<file path="config.mk">
export PLATFORM = sky130hd
export DESIGN_NAME = block_accumulator_flat
export DESIGN_NICKNAME = d
export VERILOG_FILES = /design/src/rtl/block_accumulator_if.sv /design/src/rtl/block_accumulator.sv /design/src/flat_wrapper.sv
export SDC_FILE = /design/constraint.sdc
export NUM_CORES = 1
export LEC_CHECK = 0
export CAP_MARGIN = 30
export CELL_PAD_IN_SITES_DETAIL_PLACEMENT = 2
export CELL_PAD_IN_SITES_GLOBAL_PLACEMENT = 2
export CORE_ASPECT_RATIO = 1.1
export CORE_UTILIZATION = 31
export DETAILED_ROUTE_END_ITERATION = 10
export GPL_TIMING_DRIVEN = 0
export PLACE_DENSITY_LB_ADDON = 0.1
export SLEW_MARGIN = 20
export SYNTH_ARGS = -nofsm -noshare
export SYNTH_HDL_FRONTEND = slang
export SYNTH_HIERARCHICAL = 1
export SYNTH_SLANG_ARGS = --single-unit
</file>
<file path="constraint.sdc">
create_clock -name clk -period 36.8 [get_ports clk]
set_input_delay 7.36 -clock clk [delete_from_list [all_inputs] [get_ports clk]]
set_output_delay 7.36 -clock clk [all_outputs]
set_load 0.02 [all_outputs]
</file>
<file path="src/rtl/block_accumulator_if.sv">
// Sample-in / result-out handshake bundle for block_accumulator.
// slave is the accumulator's view; master is the source/consumer view.
interface block_accumulator_if #(
  parameter int CNT_W = 16
);
  logic             in_valid;
  logic             in_ready;
  logic [63:0]      in_data;
  logic             in_last;
  logic             out_valid;
  logic             out_ready;
  logic [63:0]      out_sum;
  logic [CNT_W-1:0] out_count;
  logic             out_ovf;

  modport slave (
    input  in_valid, in_data, in_last, out_ready,
    output in_ready, out_valid, out_sum, out_count, out_ovf
  );

  modport master (
    output in_valid, in_data, in_last, out_ready,
    input  in_ready, out_valid, out_sum, out_count, out_ovf
  );
endinterface

</file>
<file path="src/rtl/block_accumulator.sv">
// Streaming 64-bit block accumulator built around one shared 32-bit adder,
// two passes per sample (low word, then high word with the held carry).

module adder32 (
  input  logic [31:0] a,
  input  logic [31:0] b,
  input  logic        cin,
  output logic [31:0] s,
  output logic        cout
);
  logic [32:0] c;

  assign c[0] = cin;
  for (genvar i = 0; i < 32; i++) begin : g_bit
    assign s[i]   = a[i] ^ b[i] ^ c[i];
    assign c[i+1] = (a[i] & b[i]) | (c[i] & (a[i] ^ b[i]));
  end
  assign cout = c[32];
endmodule

module block_accumulator #(
  parameter int CNT_W = 16
) (
  input logic                clk,
  input logic                rstn,
  block_accumulator_if.slave bus
);
  typedef enum logic [1:0] {IDLE, ADD_LO, ADD_HI, DONE} state_t;

  state_t           state, state_next;
  logic [31:0]      acc_lo, acc_hi;
  logic             carry;
  logic [63:0]      data_reg;
  logic             last_reg;
  logic [CNT_W-1:0] count;
  logic             ovf;

  logic [31:0]      add_a, add_b, add_s;
  logic             add_cin, add_cout;

  adder32 u_add (
    .a    (add_a),
    .b    (add_b),
    .cin  (add_cin),
    .s    (add_s),
    .cout (add_cout)
  );

  // The high pass reuses the adder with the carry saved from the low pass.
  always_comb begin
    add_a   = acc_lo;
    add_b   = data_reg[31:0];
    add_cin = 1'b0;
    if (state == ADD_HI) begin
      add_a   = acc_hi;
      add_b   = data_reg[63:32];
      add_cin = carry;
    end
  end

  always_ff @(posedge clk) begin
    if (!rstn) state <= IDLE;
    else       state <= state_next;
  end

  always_comb begin
    state_next = state;
    case (state)
      IDLE:    if (bus.in_valid) state_next = ADD_LO;
      ADD_LO:  state_next = ADD_HI;
      ADD_HI:  state_next = last_reg ? DONE : IDLE;
      DONE:    if (bus.out_ready) state_next = IDLE;
      default: state_next = IDLE;
    endcase
  end

  always_ff @(posedge clk) begin
    if (!rstn) begin
      acc_lo   <= '0;
      acc_hi   <= '0;
      carry    <= 1'b0;
      data_reg <= '0;
      last_reg <= 1'b0;
      count    <= '0;
      ovf      <= 1'b0;
    end else begin
      case (state)
        IDLE: begin
          if (bus.in_valid) begin
            data_reg <= bus.in_data;
            last_reg <= bus.in_last;
          end
        end
        ADD_LO: begin
          acc_lo <= add_s;
          carry  <= add_cout;
        end
        ADD_HI: begin
          acc_hi <= add_s;
          ovf    <= ovf | add_cout;
          if (count != '1) count <= count + CNT_W'(1);
        end
        DONE: begin
          if (bus.out_ready) begin
            acc_lo <= '0;
            acc_hi <= '0;
            carry  <= 1'b0;
            count  <= '0;
            ovf    <= 1'b0;
          end
        end
        default: ;
      endcase
    end
  end

  assign bus.in_ready  = (state == IDLE);
  assign bus.out_valid = (state == DONE);
  assign bus.out_sum   = {acc_hi, acc_lo};
  assign bus.out_count = count;
  assign bus.out_ovf   = ovf;
endmodule

</file>
<file path="src/flat_wrapper.sv">
// flat-port wrapper written by rule: the top's interface ports become plain ports
module block_accumulator_flat 
#(
  parameter int CNT_W = 16
)
  (clk, rstn, bus_in_valid, bus_in_data, bus_in_last, bus_out_ready, bus_in_ready, bus_out_valid, bus_out_sum, bus_out_count, bus_out_ovf);
  block_accumulator_if #(.CNT_W(CNT_W)) bus_i ();
  input logic clk;
  input logic rstn;
  input wire logic [$bits(bus_i.in_valid)-1:0] bus_in_valid;
  input wire logic [$bits(bus_i.in_data)-1:0] bus_in_data;
  input wire logic [$bits(bus_i.in_last)-1:0] bus_in_last;
  input wire logic [$bits(bus_i.out_ready)-1:0] bus_out_ready;
  output wire logic [$bits(bus_i.in_ready)-1:0] bus_in_ready;
  output wire logic [$bits(bus_i.out_valid)-1:0] bus_out_valid;
  output wire logic [$bits(bus_i.out_sum)-1:0] bus_out_sum;
  output wire logic [$bits(bus_i.out_count)-1:0] bus_out_count;
  output wire logic [$bits(bus_i.out_ovf)-1:0] bus_out_ovf;
  assign bus_i.in_valid = bus_in_valid;
  assign bus_i.in_data = bus_in_data;
  assign bus_i.in_last = bus_in_last;
  assign bus_i.out_ready = bus_out_ready;
  assign bus_in_ready = bus_i.in_ready;
  assign bus_out_valid = bus_i.out_valid;
  assign bus_out_sum = bus_i.out_sum;
  assign bus_out_count = bus_i.out_count;
  assign bus_out_ovf = bus_i.out_ovf;
  block_accumulator #(.CNT_W(CNT_W)) u_core (.clk(clk), .rstn(rstn), .bus(bus_i));
endmodule
</file>
**After elaboration in Yosys (flattened, before gate mapping)**

Cells that the tools add are included.

- Logic and storage cells: 201
- Output and inout port bits: 83
- Register bits: 149
- Input port bits: 69

- Bitwise gates (word level): 161
- Add/sub/neg operators: 1
- Equal/unequal tests: 7
- Reduce and logical (&&, ||, !) cells: 8
- Multiplexer cells: 16

Operator list:

| kind | count |
|---|---|
| 32-bit case mux with 2 select lines | 2 |
| 32-bit two-way mux | 3 |
| 1-bit AND | 64 |
| 1-bit bitwise XOR | 64 |
| 1-bit bitwise OR | 33 |
| 16-bit two-way mux | 2 |
| 16-bit case mux with 2 select lines | 1 |
| 16-bit by 1-bit adder with 16-bit output, second input constant | 1 |
| 16-bit != test, second input constant | 1 |
| 2-bit case mux with 4 select lines | 1 |
| 2-bit AND reduction | 4 |
| 2-bit two-way mux | 3 |
| 2-bit != test, second input constant | 3 |
| 2-bit equality test, second input constant | 2 |
| 1-bit case mux with 2 select lines | 2 |
| 2-bit nonzero test | 2 |
| 3-bit AND reduction | 1 |
| 2-bit by 1-bit equality test with 1-bit output, second input constant | 1 |
| 2-bit zero test | 1 |
| 1-bit two-way mux | 2 |

**Longest topological paths before layout**

- Depth after elaboration: 69
- Depth in mapped cells: 47

**By module**

The synthesis kept the hierarchy.

Modules (own cells, without submodules):

| module | seq. area each (um2) | cells an instance | area an instance (um2) | instances |
|---|---|---|---|---|
| block_accumulator | 2982.9 | 847 | 6190.9 | 1 |
| adder32 | 0.0 | 42 | 678.2 | 1 |

**Worst setup path before layout**

No wires, ideal clock.

- Kind: register to register
- Start: reg u_core.state[1]
- End: reg u_core.acc_lo[31]
- Cell stages (with the launch flop): 46
- Required time: 36735 ps
- Setup time: 65 ps
- Arrival time: 13501 ps
- Slack: 23234 ps
- Cells stage by stage: dfxtp_1 -> buf_2 -> nand2b_1 -> clkbuf_1 -> clkbuf_1 -> clkbuf_1 -> nand2_1 -> nand2_1 -> fa_1 -> fa_1 -> fa_1 -> fa_1 -> fa_1 -> fa_1 -> fa_1 -> fa_1 -> fa_1 -> fa_1 -> (+10 left out) -> fa_1 -> fa_1 -> fa_1 -> fa_1 -> fa_1 -> fa_1 -> fa_1 -> fa_1 -> fa_1 -> fa_1 -> fa_1 -> fa_1 -> fa_1 -> inv_1 -> fa_1 -> inv_1 -> a22oi_1 -> nor2_1

- Cells in the longest elaborated chain, start to end: 67

Ends and longest elaborated chain:

| element | line | RTL |
|---|---|---|
| from (decl) | block_accumulator.sv:30 | `state_t state, state_next;` |
| from (signal assigned) | block_accumulator.sv:63 | `else state <= state_next;` |
| 2-bit equality test * | block_accumulator.sv:54 | `if (state == ADD_HI) begin` |
| 32-bit two-way mux * | block_accumulator.sv:54 |  |
| via u_core.add_b[0] | block_accumulator.sv:38 | `logic [31:0] add_a, add_b, add_s;` |
| 1-bit bitwise XOR | block_accumulator.sv:16 | `assign c[i+1] = (a[i] & b[i]) \| (c[i] & (a[i] ^ b[i]));` |
| 1-bit AND | block_accumulator.sv:16 |  |
| 1-bit bitwise OR * | block_accumulator.sv:16 |  |
| 1-bit AND * | block_accumulator.sv:16 |  |
| 1-bit bitwise OR * | block_accumulator.sv:16 |  |
| (+53 left out) | n/a |  |
| 1-bit bitwise OR * | block_accumulator.sv:16 |  |
| 1-bit AND * | block_accumulator.sv:16 |  |
| 1-bit bitwise OR * | block_accumulator.sv:16 |  |
| 1-bit AND * | block_accumulator.sv:16 |  |
| 1-bit bitwise OR * | block_accumulator.sv:16 |  |
| 1-bit bitwise XOR * | block_accumulator.sv:15 | `assign s[i] = a[i] ^ b[i] ^ c[i];` |
| via u_core.add_s[31] | block_accumulator.sv:38 |  |
| 32-bit case mux with 2 select lines * | block_accumulator.sv:87 | `case (state)` |
| to (signal assigned) | block_accumulator.sv:95 | `acc_lo <= add_s;` |
| to (decl) | block_accumulator.sv:31 | `logic [31:0] acc_lo, acc_hi;` |

The timed path passes the listed nets; every way through them passes the cells marked *.
A chain may end at the register's enable or synchronous reset.

**Worst setup path after layout**

Same ends and word-level chain as after synthesis.

==> run metrics <==
maximum VDD drop 0.0000309 V; residual DRC count 0; cell at the slowest stage of the critical path fa_1; synthesized area 6870 µm²; met2 global-route usage 0.432; clock skew 0.00960 ns; initial antenna violation count 0; hpwl dp 19.1 mm; First-pass DRT Iterations 4; setup tns final 0 ns; vias per cell 5.05; RSZ-0062 raised after global routing false; Worst-Skew Late Latency 0.43 ns; clock root buffer clkbuf_16; cts hold-fix bufs 0; die width 144 µm; IO Count 152; period utilization 0.408; final slew viol count 0; Mapped Cells 889; mean routed wirelength per cell 19.0 µm; GR Overflow Total 0; P_leak 3.69 nW; Worst-Margin Slew 0.768 ns; CP endpoint kind flop; CTS Buffer Depth 2; PD cells 43.4 nW/µm²; diodes inserted 0; first-pass GRT wire length 40.8 mm; routed vias 6867; Max Cap Viol 0; Worst Hold Depth 2; Yosys reg bits 149; core box area 21500 µm²; post-cts sizing count 0; Final min period 15.03 ns; Clk pin slew, worst setup/hold paths 0.07 ns; GR Util met1 0.293; Crit Path Max Fanout 10; sequential-to-total area share from yosys stat 0.434; pin count of the biggest net entering global routing 17; WP data required 37.16 ns; Nets 1161; max reg flops 64; starting density of the core 0.319; share of cells above drive strength 1 0.0392; outcome finished clean; input/output buffers 151; most frequent CP cell fa_1; number of global-route vias before repair 7468; synthesis-to-finish area growth 36.1%; Final Routed Wirelength 25.9 mm; DRT iter0 DRCs 318; most frequent cells in the layout 339 x nand2_1, 151 x clkdlybuf4s50_1, 149 x dfxtp_1; Routed Antenna Nets 0; die area 22800 µm²; WS Path Type reg -> reg; Final Wtd Congestion 0.777; CP bufs+invs 8; achievable clock frequency 0.0665 GHz; Crit. path cell count 45; H-tree levels 4; Num CTS Buffers 17; Final setup viols 0; R2R depth 45; worst hold path type reg -> reg; fillers 2468; Syn Nets 991; CP Data Arrival Time 15.39 ns; CTS Sinks 149; Worst slew margin 0.488; Avg Synthesized Cell Area 7.73 µm²; die height 158 µm; type of origin of the critical path flop; # rows 56; Final Non-Filler Cells 1361; Synth Warn # 6; met3 Use GR 0.0327; most common cell after layout, fill and taps aside nand2_1; CP max stage delay 0.43 ns; CTS tree done; Final Hold Fails 0; Post-Place Cells 1330; cell family with most CP delay adder cells; busiest grt layer met2; Unique masters post-synth 41; Setup Fix Bufs, Post-CTS 0; Global Route Usage Sum 0.241
where the power goes:
group          leakage, nW  switching, W   total, W  internal [W]
combinational         2.19     0.0000313  0.0000510     0.0000197
clock                0.291     0.0000727   0.000183      0.000110
sequential            1.21    0.00000452   0.000172      0.000168
metrics by stage:
| stage | total power [W] | util | setup WS (ns) | hold slack, ns | cell area [µm²] |
|---|---|---|---|---|---|
| after floorplan | 0.000202 | - | 23.23 | 0.437 | 6870 |
| after global placement | 0.000225 | 0.406 | 22.01 | 0.443 | 8740 |
| after detailed placement | 0.000227 | 0.406 | 21.89 | 0.451 | 8740 |
| after CTS | 0.000410 | 0.435 | 21.75 | 0.461 | 9350 |
| after global routing | 0.000422 | 0.435 | 21.21 | 0.480 | 9350 |
| final | 0.000406 | 0.435 | 21.77 | 0.461 | 9350 |
cell usage after synthesis, drive strengths merged:
library cell	count	area, µm²
and2	3	18.8
ha	1	12.5
a221o	1	10.0
nand3b	1	7.51
nand2	339	1270
nor4	5	31.3
a311oi	1	8.76
nor2b	2	12.5
nand2b	2	12.5
inv	18	67.6
a21oi	73	369
dfxtp	149	2980
a41oi	1	8.76
mux2i	5	50.1
nand4b	2	17.5
nand3	8	40.0
o21ai	10	50.0
o21a	2	15.0
a22oi	68	510
or4	2	16.3
nor2	78	293
a31oi	4	25.0
o22ai	2	12.5
nor3	6	30.0
or3	2	12.5
o41ai	1	8.76
fa	32	641
nand4	4	46.3
clkbuf	50	188
and3b	1	8.76
buf	11	48.8
o221ai	2	17.5
a221oi	1	8.76
a211oi	2	15.0
routing by layer:
| metal | wire, µm | vias up | part of all wire |
|---|---|---|---|
| met5 | 0 | - | 0 |
| met1 | 11300 | 3422 | 0.44 |
| li1 | - | 3273 | - |
| met4 | 526 | 0 | 0.020 |
| met2 | 13200 | 143 | 0.51 |
| met3 | 853 | 29 | 0.033 |
area by class of cell:
| type | instances | area, µm² | area share |
|---|---|---|---|
| Multi-Input combinational cell | 661 | 3580 | 0.383 |
| Sequential cell | 149 | 2980 | 0.319 |
| Timing Repair Buffer | 151 | 1510 | 0.162 |
| Clock buffer | 19 | 453 | 0.0484 |
| Tap cell | 290 | 363 | 0.0388 |
| Buffer | 61 | 236 | 0.0253 |
| Clock inverter | 12 | 154 | 0.0165 |
| Inverter | 18 | 67.6 | 0.00723 |
tightest hold or removal path, cell delays in order, from the launching register on:
cell	delay [ns]
dfxtp_1	0.31
nand2_1	0.05
a21oi_1	0.05
kinds of logic (layout without fill, tap and decap cells):
group                      Yosys count  in the layout  synth area share
AOI/OAI and AO/OA                  168            168             0.154
buffers and inverters               79            261            0.0443
muxes                                5              5           0.00729
adders and majority gates           33             33            0.0951
and+or+nand+nor                    455            455             0.265
DFF                                149            149             0.434
path summary, 6_finish.rpt:
path,from,endpoint,slack [ns]
worst max-delay path,u_core/state[1]$_SDFFE_PN0P_,u_core/acc_lo[31]$_SDFFE_PN0P_,21.77
worst min-delay path,u_core/data_reg[38]$_SDFFE_PN0P_,u_core/data_reg[38]$_SDFFE_PN0P_,0.46
worst max register to register,u_core/state[1]$_SDFFE_PN0P_,u_core/acc_lo[31]$_SDFFE_PN0P_,21.77
worst min register to register,u_core/data_reg[38]$_SDFFE_PN0P_,u_core/data_reg[38]$_SDFFE_PN0P_,0.46
(Power assumes the default switching activity.)
